===== config.mk =====
export PLATFORM = sky130hd
export DESIGN_NAME = dma_desc_sched
export DESIGN_NICKNAME = d
export VERILOG_FILES = /design/src/rtl/dma_utils_pkg.sv /design/src/rtl/dma_outst_cnt.sv /design/src/rtl/dma_desc_sched.sv
export SDC_FILE = /design/constraint.sdc
export NUM_CORES = 1
export LEC_CHECK = 0
export BUFFER_PORTS_ARGS = -buffer_cell sky130_fd_sc_hd__buf_2
export CORE_AREA = 3 3 128 130
export CTS_CLUSTER_DIAMETER = 60
export CTS_CLUSTER_SIZE = 14
export DETAILED_ROUTE_END_ITERATION = 8
export DIE_AREA = 0 0 131 133
export PLACE_DENSITY_LB_ADDON = 0.12
export SYNTH_ARGS = -nofsm -noshare
export SYNTH_HDL_FRONTEND = slang
export SYNTH_SLANG_ARGS = --single-unit

===== constraint.sdc =====
create_clock -name clk -period 4.45 [get_ports clk]
set_input_delay 0.6675 -clock clk [delete_from_list [all_inputs] [get_ports clk]]
set_output_delay 0.6675 -clock clk [all_outputs]
set_load 0.05 [all_outputs]

===== src/rtl/dma_utils_pkg.sv =====
// dma_utils_pkg: shared types and helpers for the DMA descriptor scheduler and its streamers
//   dma_sched_st_t    : scheduler FSM states
//   s_dma_burst_req_t : burst request (address, byte length) at the widest supported sizes
//   burst_len()       : bytes in the next burst, min(remaining, max_burst)
package dma_utils_pkg;

    typedef enum logic [2:0] {
        IDLE,
        SELECT,
        ISSUE,
        DRAIN,
        DONE
    } dma_sched_st_t;

    localparam int DMA_ADDR_W_MAX = 64;
    localparam int DMA_LEN_W_MAX  = 32;

    typedef struct packed {
        logic [DMA_ADDR_W_MAX-1:0] addr;
        logic [DMA_LEN_W_MAX-1:0]  len;
    } s_dma_burst_req_t;

    function automatic logic [DMA_LEN_W_MAX-1:0] burst_len(
        input logic [63:0] remaining,
        input int unsigned max_burst
    );
        return (remaining < 64'(max_burst)) ? remaining[DMA_LEN_W_MAX-1:0] : max_burst;
    endfunction

endpackage


===== src/rtl/dma_outst_cnt.sv =====
// dma_outst_cnt: saturating up/down counter of outstanding burst pairs
//   clk, rst  : clock, synchronous active-high reset
//   inc       : one burst pair issued
//   dec       : one burst pair completed (ignored at zero)
//   cnt       : current outstanding count
//   empty     : cnt == 0
//   full_nxt  : count after this edge equals MAX_OUTST (no room for a new request)
module dma_outst_cnt #(
    parameter int MAX_OUTST = 4
) (
    input  logic                           clk,
    input  logic                           rst,
    input  logic                           inc,
    input  logic                           dec,
    output logic [$clog2(MAX_OUTST+1)-1:0] cnt,
    output logic                           empty,
    output logic                           full_nxt
);

    localparam int CNT_W = $clog2(MAX_OUTST + 1);

    logic             inc_ok, dec_ok, full;
    logic [CNT_W-1:0] nxt;

    always_comb begin
        full     = cnt == CNT_W'(MAX_OUTST);
        empty    = cnt == '0;
        dec_ok   = dec && !empty;
        inc_ok   = inc && (!full || dec_ok);
        nxt      = (inc_ok && !dec_ok) ? cnt + 1'b1 :
                   (dec_ok && !inc_ok) ? cnt - 1'b1 : cnt;
        full_nxt = nxt == CNT_W'(MAX_OUTST);
    end

    always_ff @(posedge clk) begin
        if (rst) cnt <= '0;
        else     cnt <= nxt;
    end

endmodule


===== src/rtl/dma_desc_sched.sv =====
// dma_desc_sched: walks the descriptor table, splits each transfer into bursts and
// issues paired read/write burst requests while tracking outstanding pairs.
//   clk, rst                    : clock, synchronous active-high reset
//   go_i, abort_i               : start pulse (IDLE only), stop issuing and drain
//   desc_en_i/src/dst/bytes     : flattened descriptor table, index 0 in the low slice
//   rd_req_* / wr_req_*         : valid/ready burst request channels to the streamers
//   txn_done_i, txn_err_i       : burst pair completion, AXI error
//   busy_o, done_o, error_o     : status to the CSRs
//   cur_desc_o, pend_txn_o      : current descriptor index, outstanding pair count
module dma_desc_sched
    import dma_utils_pkg::*;
#(
    parameter  int NUM_DESC        = 2,
    parameter  int ADDR_W          = 32,
    parameter  int BYTES_W         = 32,
    parameter  int MAX_BURST_BYTES = 256,
    parameter  int MAX_OUTST       = 4,
    localparam int LEN_W           = $clog2(MAX_BURST_BYTES) + 1,
    localparam int IDX_W           = (NUM_DESC > 1) ? $clog2(NUM_DESC) : 1,
    localparam int CNT_W           = $clog2(MAX_OUTST + 1)
) (
    input  logic                        clk,
    input  logic                        rst,
    input  logic                        go_i,
    input  logic                        abort_i,
    input  logic [NUM_DESC-1:0]         desc_en_i,
    input  logic [NUM_DESC*ADDR_W-1:0]  desc_src_i,
    input  logic [NUM_DESC*ADDR_W-1:0]  desc_dst_i,
    input  logic [NUM_DESC*BYTES_W-1:0] desc_bytes_i,
    output logic                        rd_req_valid_o,
    input  logic                        rd_req_ready_i,
    output logic [ADDR_W-1:0]           rd_req_addr_o,
    output logic [LEN_W-1:0]            rd_req_len_o,
    output logic                        wr_req_valid_o,
    input  logic                        wr_req_ready_i,
    output logic [ADDR_W-1:0]           wr_req_addr_o,
    output logic [LEN_W-1:0]            wr_req_len_o,
    input  logic                        txn_done_i,
    input  logic                        txn_err_i,
    output logic                        busy_o,
    output logic                        done_o,
    output logic                        error_o,
    output logic [IDX_W-1:0]            cur_desc_o,
    output logic [CNT_W-1:0]            pend_txn_o
);

    dma_sched_st_t state, state_nxt;

    logic [IDX_W-1:0]   idx;
    logic [ADDR_W-1:0]  src, dst;
    logic [BYTES_W-1:0] rem, rem_after;
    logic [LEN_W-1:0]   len;
    logic [CNT_W-1:0]   pend;
    logic req_act, rd_acc, wr_acc, stop;
    logic rd_fire, wr_fire, issue, hold, stop_now, can_start, sel_hit, last_idx;
    logic empty, full_nxt;

    dma_outst_cnt #(.MAX_OUTST(MAX_OUTST)) u_outst (
        .clk      (clk),
        .rst      (rst),
        .inc      (issue),
        .dec      (txn_done_i),
        .cnt      (pend),
        .empty    (empty),
        .full_nxt (full_nxt)
    );

    // Burst datapath. req_act means a request pair is presented; each side drops
    // its valid once accepted and the pair issues when the later side is accepted.
    // A presented request is never withdrawn, so hold overrides stop.
    always_comb begin
        len       = LEN_W'(burst_len(64'(rem), MAX_BURST_BYTES));
        rd_fire   = rd_req_valid_o && rd_req_ready_i;
        wr_fire   = wr_req_valid_o && wr_req_ready_i;
        issue     = req_act && (rd_acc || rd_fire) && (wr_acc || wr_fire);
        hold      = req_act && !issue;
        rem_after = issue ? rem - BYTES_W'(len) : rem;
        stop_now  = stop || (txn_err_i && state != IDLE) ||
                    (abort_i && (state == SELECT || state == ISSUE));
        can_start = state == ISSUE && !hold && !stop_now && rem_after != '0 && !full_nxt;
        sel_hit   = desc_en_i[idx] && desc_bytes_i[32'(idx)*BYTES_W +: BYTES_W] != '0;
        last_idx  = idx == IDX_W'(NUM_DESC - 1);
    end

    always_comb begin
        state_nxt = state;
        case (state)
            IDLE:    state_nxt = go_i ? SELECT : IDLE;
            SELECT:  state_nxt = stop_now ? DRAIN : sel_hit ? ISSUE : last_idx ? DRAIN : SELECT;
            ISSUE:   state_nxt = hold ? ISSUE : stop_now ? DRAIN :
                                 (rem_after != '0) ? ISSUE : last_idx ? DRAIN : SELECT;
            DRAIN:   state_nxt = empty ? DONE : DRAIN;
            DONE:    state_nxt = IDLE;
            default: state_nxt = IDLE;
        endcase
    end

    always_ff @(posedge clk) begin
        if (rst) begin
            state   <= IDLE;
            idx     <= '0;
            src     <= '0;
            dst     <= '0;
            rem     <= '0;
            req_act <= 1'b0;
            rd_acc  <= 1'b0;
            wr_acc  <= 1'b0;
            stop    <= 1'b0;
            error_o <= 1'b0;
        end else begin
            state   <= state_nxt;
            req_act <= hold || can_start;
            rd_acc  <= hold && (rd_acc || rd_fire);
            wr_acc  <= hold && (wr_acc || wr_fire);
            stop    <= state != IDLE && stop_now;
            if (state == IDLE && go_i) idx <= '0;
            else if (state_nxt == SELECT) idx <= idx + 1'b1;
            if (state == SELECT && state_nxt == ISSUE) begin
                src <= desc_src_i[32'(idx)*ADDR_W +: ADDR_W];
                dst <= desc_dst_i[32'(idx)*ADDR_W +: ADDR_W];
                rem <= desc_bytes_i[32'(idx)*BYTES_W +: BYTES_W];
            end else if (issue) begin
                src <= src + ADDR_W'(len);
                dst <= dst + ADDR_W'(len);
                rem <= rem_after;
            end
            if (state == IDLE && go_i) error_o <= 1'b0;
            else if (state != IDLE && txn_err_i) error_o <= 1'b1;
        end
    end

    always_comb begin
        busy_o         = state != IDLE;
        done_o         = state == DONE;
        rd_req_valid_o = req_act && !rd_acc;
        wr_req_valid_o = req_act && !wr_acc;
        rd_req_addr_o  = src;
        wr_req_addr_o  = dst;
        rd_req_len_o   = len;
        wr_req_len_o   = len;
        cur_desc_o     = idx;
        pend_txn_o     = pend;
    end

endmodule


==> results_dict.tcl <==
set metrics [dict create \
    placeableCoreArea_um2 15300 \
    power.share.clock_pct 13.5 \
    start_kind "register" \
    synthCells 962 \
    wire_per_inst_um 17.1 \
    multi_input_area_um2 5240 \
    path_class "register to register" \
    clkSlewWorstSetupHoldPaths_ns 0.07 \
    yosys.area.top_type "dfxtp_1" \
    dieArea_um2 17400 \
    synth_top_cells_by_count "dfxtp_1, a211oi_1, nor2_1" \
    synth_top_area_share_pct 27.7 \
    cp_data_required_time_ns 4.72 \
    async_flop_share_pct 0 \
    critPathMaxFanout 9 \
    cp_common_cell "nor3_1" \
    met3_length_mm 1.51 \
    fin_nets 1435 \
    syn_area_um2 7810 \
    period_minus_slack_ns 4.15 \
    finalSetupViolCount 0 \
    p_leak_nw 4.12 \
    ys_ff_latch 108 \
    syn_to_final_growth_pct 23.0 \
    die_height_um 133 \
    cap_violations 0 \
    routedLengthMet1_mm 10.6 \
    antennaDiodeCount 0 \
    r2r-start "rem[12]$_SDFFE_PP0P_" \
    cp_top_family "simple AND/OR/NAND/NOR gates" \
    hp-start "error_o$_SDFFE_PP0P_" \
    hold_path_depth 2 \
    worst_pin_slew_ns 0.969 \
    p_switching_mw 2.91 \
    dr_wl_met2_mm 11.8 \
    cts.repair.resized 0 \
    hold_viol_final 0 \
    cpPeakStageDelay_ns 0.49 \
    power_frac_seq_pct 28.1 \
    tns_ns 0 \
    r2r_end "rd_req_addr_o[30]$_SDFFE_PP0P_" \
    fill_cells 1453 \
    fmax_ghz 0.241 \
    pre_cts_slack_ns 0.187 \
    fin_util_pct 63.0 \
    cts_tree "yes" \
    cts_hold_buf 0 \
    highest_layer "met5" \
    final_layout_size_suffix_gt1_share_pct 28.9 \
    drt_iter0_markers 370 \
    die_x_um 131 \
    grt_pass1_vias 7697 \
    totalWireLength_mm 24.3 \
    clock_sinks 108 \
    drtPass1Iterations 6 \
    combinationalPowerShare_pct 58.4 \
    min_path_type "register to register" \
    synth_ff_type "dfxtp_1" \
    min_to "error_o$_SDFFE_PP0P_" \
    rrSetupSlack_ns 0.30 \
    post_layout_nonfiller_instances 1425 \
    ys_types 71 \
    cp_cell_sequence "nor3_1 > nand4_2 > nor2_2 > and2_1 > ha_1 > inv_1 > fa_1 > nor2b_1 > o21a_1 > o21ai_0 > a2111oi_1 > buf_4 > o21ai_2 > nor3_1 > xor2_1 > nor2_1 > a211oi_1" \
    yosysWarnings 0 \
    synth.most_common_cell "dfxtp_1" \
    swShare_pct 51.6 \
    status "complete, no violations" \
    syn_nets 1188 \
    grt_max_degree 79 \
    fin_ws_ns 0.301 \
    place.port_buffers 292 \
    clock_latency_ns 0.35 \
    skew_ns 0.00718 \
    via_per_inst 5.70 \
    critPathBufInv 2 \
    synth.avg_cell_area_um2 8.12 \
    cp.arrival_ns 4.41 \
    clk_path_buf_depth 2 \
    ctsHtreeMaxLevel 3 \
    min_period_over_period_pct 93.2 \
    yosysSeqAreaShare_pct 27.7 \
    intPower_mw 2.73 \
    synth_area_leaders "dfxtp_1, a211oi_1, mux2i_1" \
    cts_buffers 9 \
    critPathSlowestCell "a2111oi_1" \
    antenna_left 0 \
    relSlewSlack_pct 35.4 \
    dp_hpwl_mm 18.7 \
    synth_edf_count 0 \
    power_mw 5.64 \
    cts_root_buf "clkbuf_16" \
    drv_slew 0 \
    drc 0 \
    io_pins 293 \
    grt_pass1_wl_mm 37.9 \
    groute.usage.overall_pct 26.8 \
    endpoint_kind "register" \
    gr-total-overflow 0 \
    cts_setup_buffers 0 \
    rows 45 \
    initial_utilization_pct 51.2 \
    antenna_found_initial 1 \
    vdd_ir_drop_max_mv 0.490 \
    place.gp.congestion 0.912 \
    rsz0062_at_grt "false" \
    rr_worst_depth 17 \
    power.density_nw_per_um2 587 \
    register_area_um2 2170 \
    place_inst 1409 \
    via_count 8116 \
]
## worst max-delay path by stage
| stage | startpoint | to | slack, ns | depth (start not counted) |
|---|---|---|---|---|
| final | rem[12]$_SDFFE_PP0P_ | rd_req_addr_o[30]$_SDFFE_PP0P_ | 0.30 | 17 |
| after global routing | rem[17]$_SDFFE_PP0P_ | wr_req_addr_o[14]$_SDFFE_PP0P_ | 0.02 | 16 |
| after CTS | rem[12]$_SDFFE_PP0P_ | rd_req_addr_o[30]$_SDFFE_PP0P_ | 0.13 | 17 |
| after detailed placement | rem[12]$_SDFFE_PP0P_ | rd_req_addr_o[30]$_SDFFE_PP0P_ | 0.19 | 17 |
| after global placement | rem[20]$_SDFFE_PP0P_ | rd_req_addr_o[24]$_SDFFE_PP0P_ | 0.30 | 17 |
| after floorplan | rem[12]$_SDFFE_PP0P_ | rd_req_addr_o[26]$_SDFFE_PP0P_ | 0.04 | 17 |
## power groups by stage
stage               Clock (mW)  Combinational [mW]  Sequential [mW]
detailed placement           0                3.27             1.59
floorplan                    0                2.06             2.02
CTS                      0.779                3.28             1.58
global placement             0                3.25             1.60
finish                   0.764                3.29             1.59
global route             0.810                3.56             1.63
## per-layer routing
metal  vias to the layer above  global-route usage [%]
li1                       4044                       -
met1                      3747                    35.0
met5                         -                       0
met2                       284                    44.9
met3                        39                    4.56
met4                         2                    7.54
## cell families after synthesis
group | share of synthesized area, %
and+or+nand+nor | 22.1
AOI/OAI and AO/OA | 22.0
DFF | 27.7
buffers and inverters | 5.80
muxes | 10.2
xor gates and xnor gates | 8.28
adders and majority gates | 4.04
other | 0.0480
## sequential cells by signal, indices dropped and copies added (netlist names)
name,count
rd_req_addr_o,32
rem,32
wr_req_addr_o,32
state,3
u_outst.cnt,3
cur_desc_o,1
error_o,1
rd_acc,1
req_act,1
stop,1
wr_acc,1
## cell type report
| type | instances | share of cell area (%) |
|---|---|---|
| Clock buffer | 12 | 2.57 |
| Clock inverter | 4 | 0.260 |
| Inverter | 24 | 0.937 |
| Multi-Input combinational cell | 759 | 54.5 |
| Sequential cell | 108 | 22.5 |
| Tap cell | 211 | 2.75 |
| Timing Repair Buffer | 307 | 16.4 |
## worst register-to-register path: cells and delay by family, from the launching register on
kind | cells | cell delay [ns]
buf+inv | 2 | 0.26
compound gates | 5 | 1.15
xor+xnor | 1 | 0.17
flops | 1 | 0.37
fa+ha+maj | 2 | 0.60
simple gates | 7 | 1.52
## per-stage QoR
step	hold slack (ns)	cell area, um2
global placement	0.487	9320
detailed placement	0.496	9320
finish	0.509	9610
CTS	0.513	9590
floorplan	0.470	7810
global route	0.557	9610
## cells in the final DEF, fill, tap and decap left out, drive strengths merged, types with 3 or more instances in the layout
cell type | netlist | layout
nand4 | 10 | 10
nor2b | 27 | 27
a311oi | 5 | 5
a221oi | 12 | 12
or4 | 4 | 4
a211oi | 106 | 106
a31oi | 10 | 10
a22oi | 4 | 4
o21ai | 21 | 21
nor2 | 107 | 107
o21a | 5 | 5
o31ai | 4 | 4
ha | 22 | 22
xor2 | 49 | 49
clkbuf | 58 | 12
a21oi | 41 | 41
a21o | 3 | 3
a21boi | 6 | 6
nor4 | 28 | 28
inv | 24 | 24
and4 | 7 | 7
buf | 13 | 307
and3 | 10 | 10
xnor2 | 24 | 24
mux2i | 77 | 77
o41ai | 4 | 4
dfxtp | 108 | 108
o211ai | 3 | 3
nor3 | 40 | 40
or3 | 5 | 5
nand2 | 61 | 61
nand3 | 18 | 18
nand2b | 5 | 5
or2 | 5 | 5
nor3b | 4 | 4
and2 | 8 | 8
(Power assumes the default switching activity.)
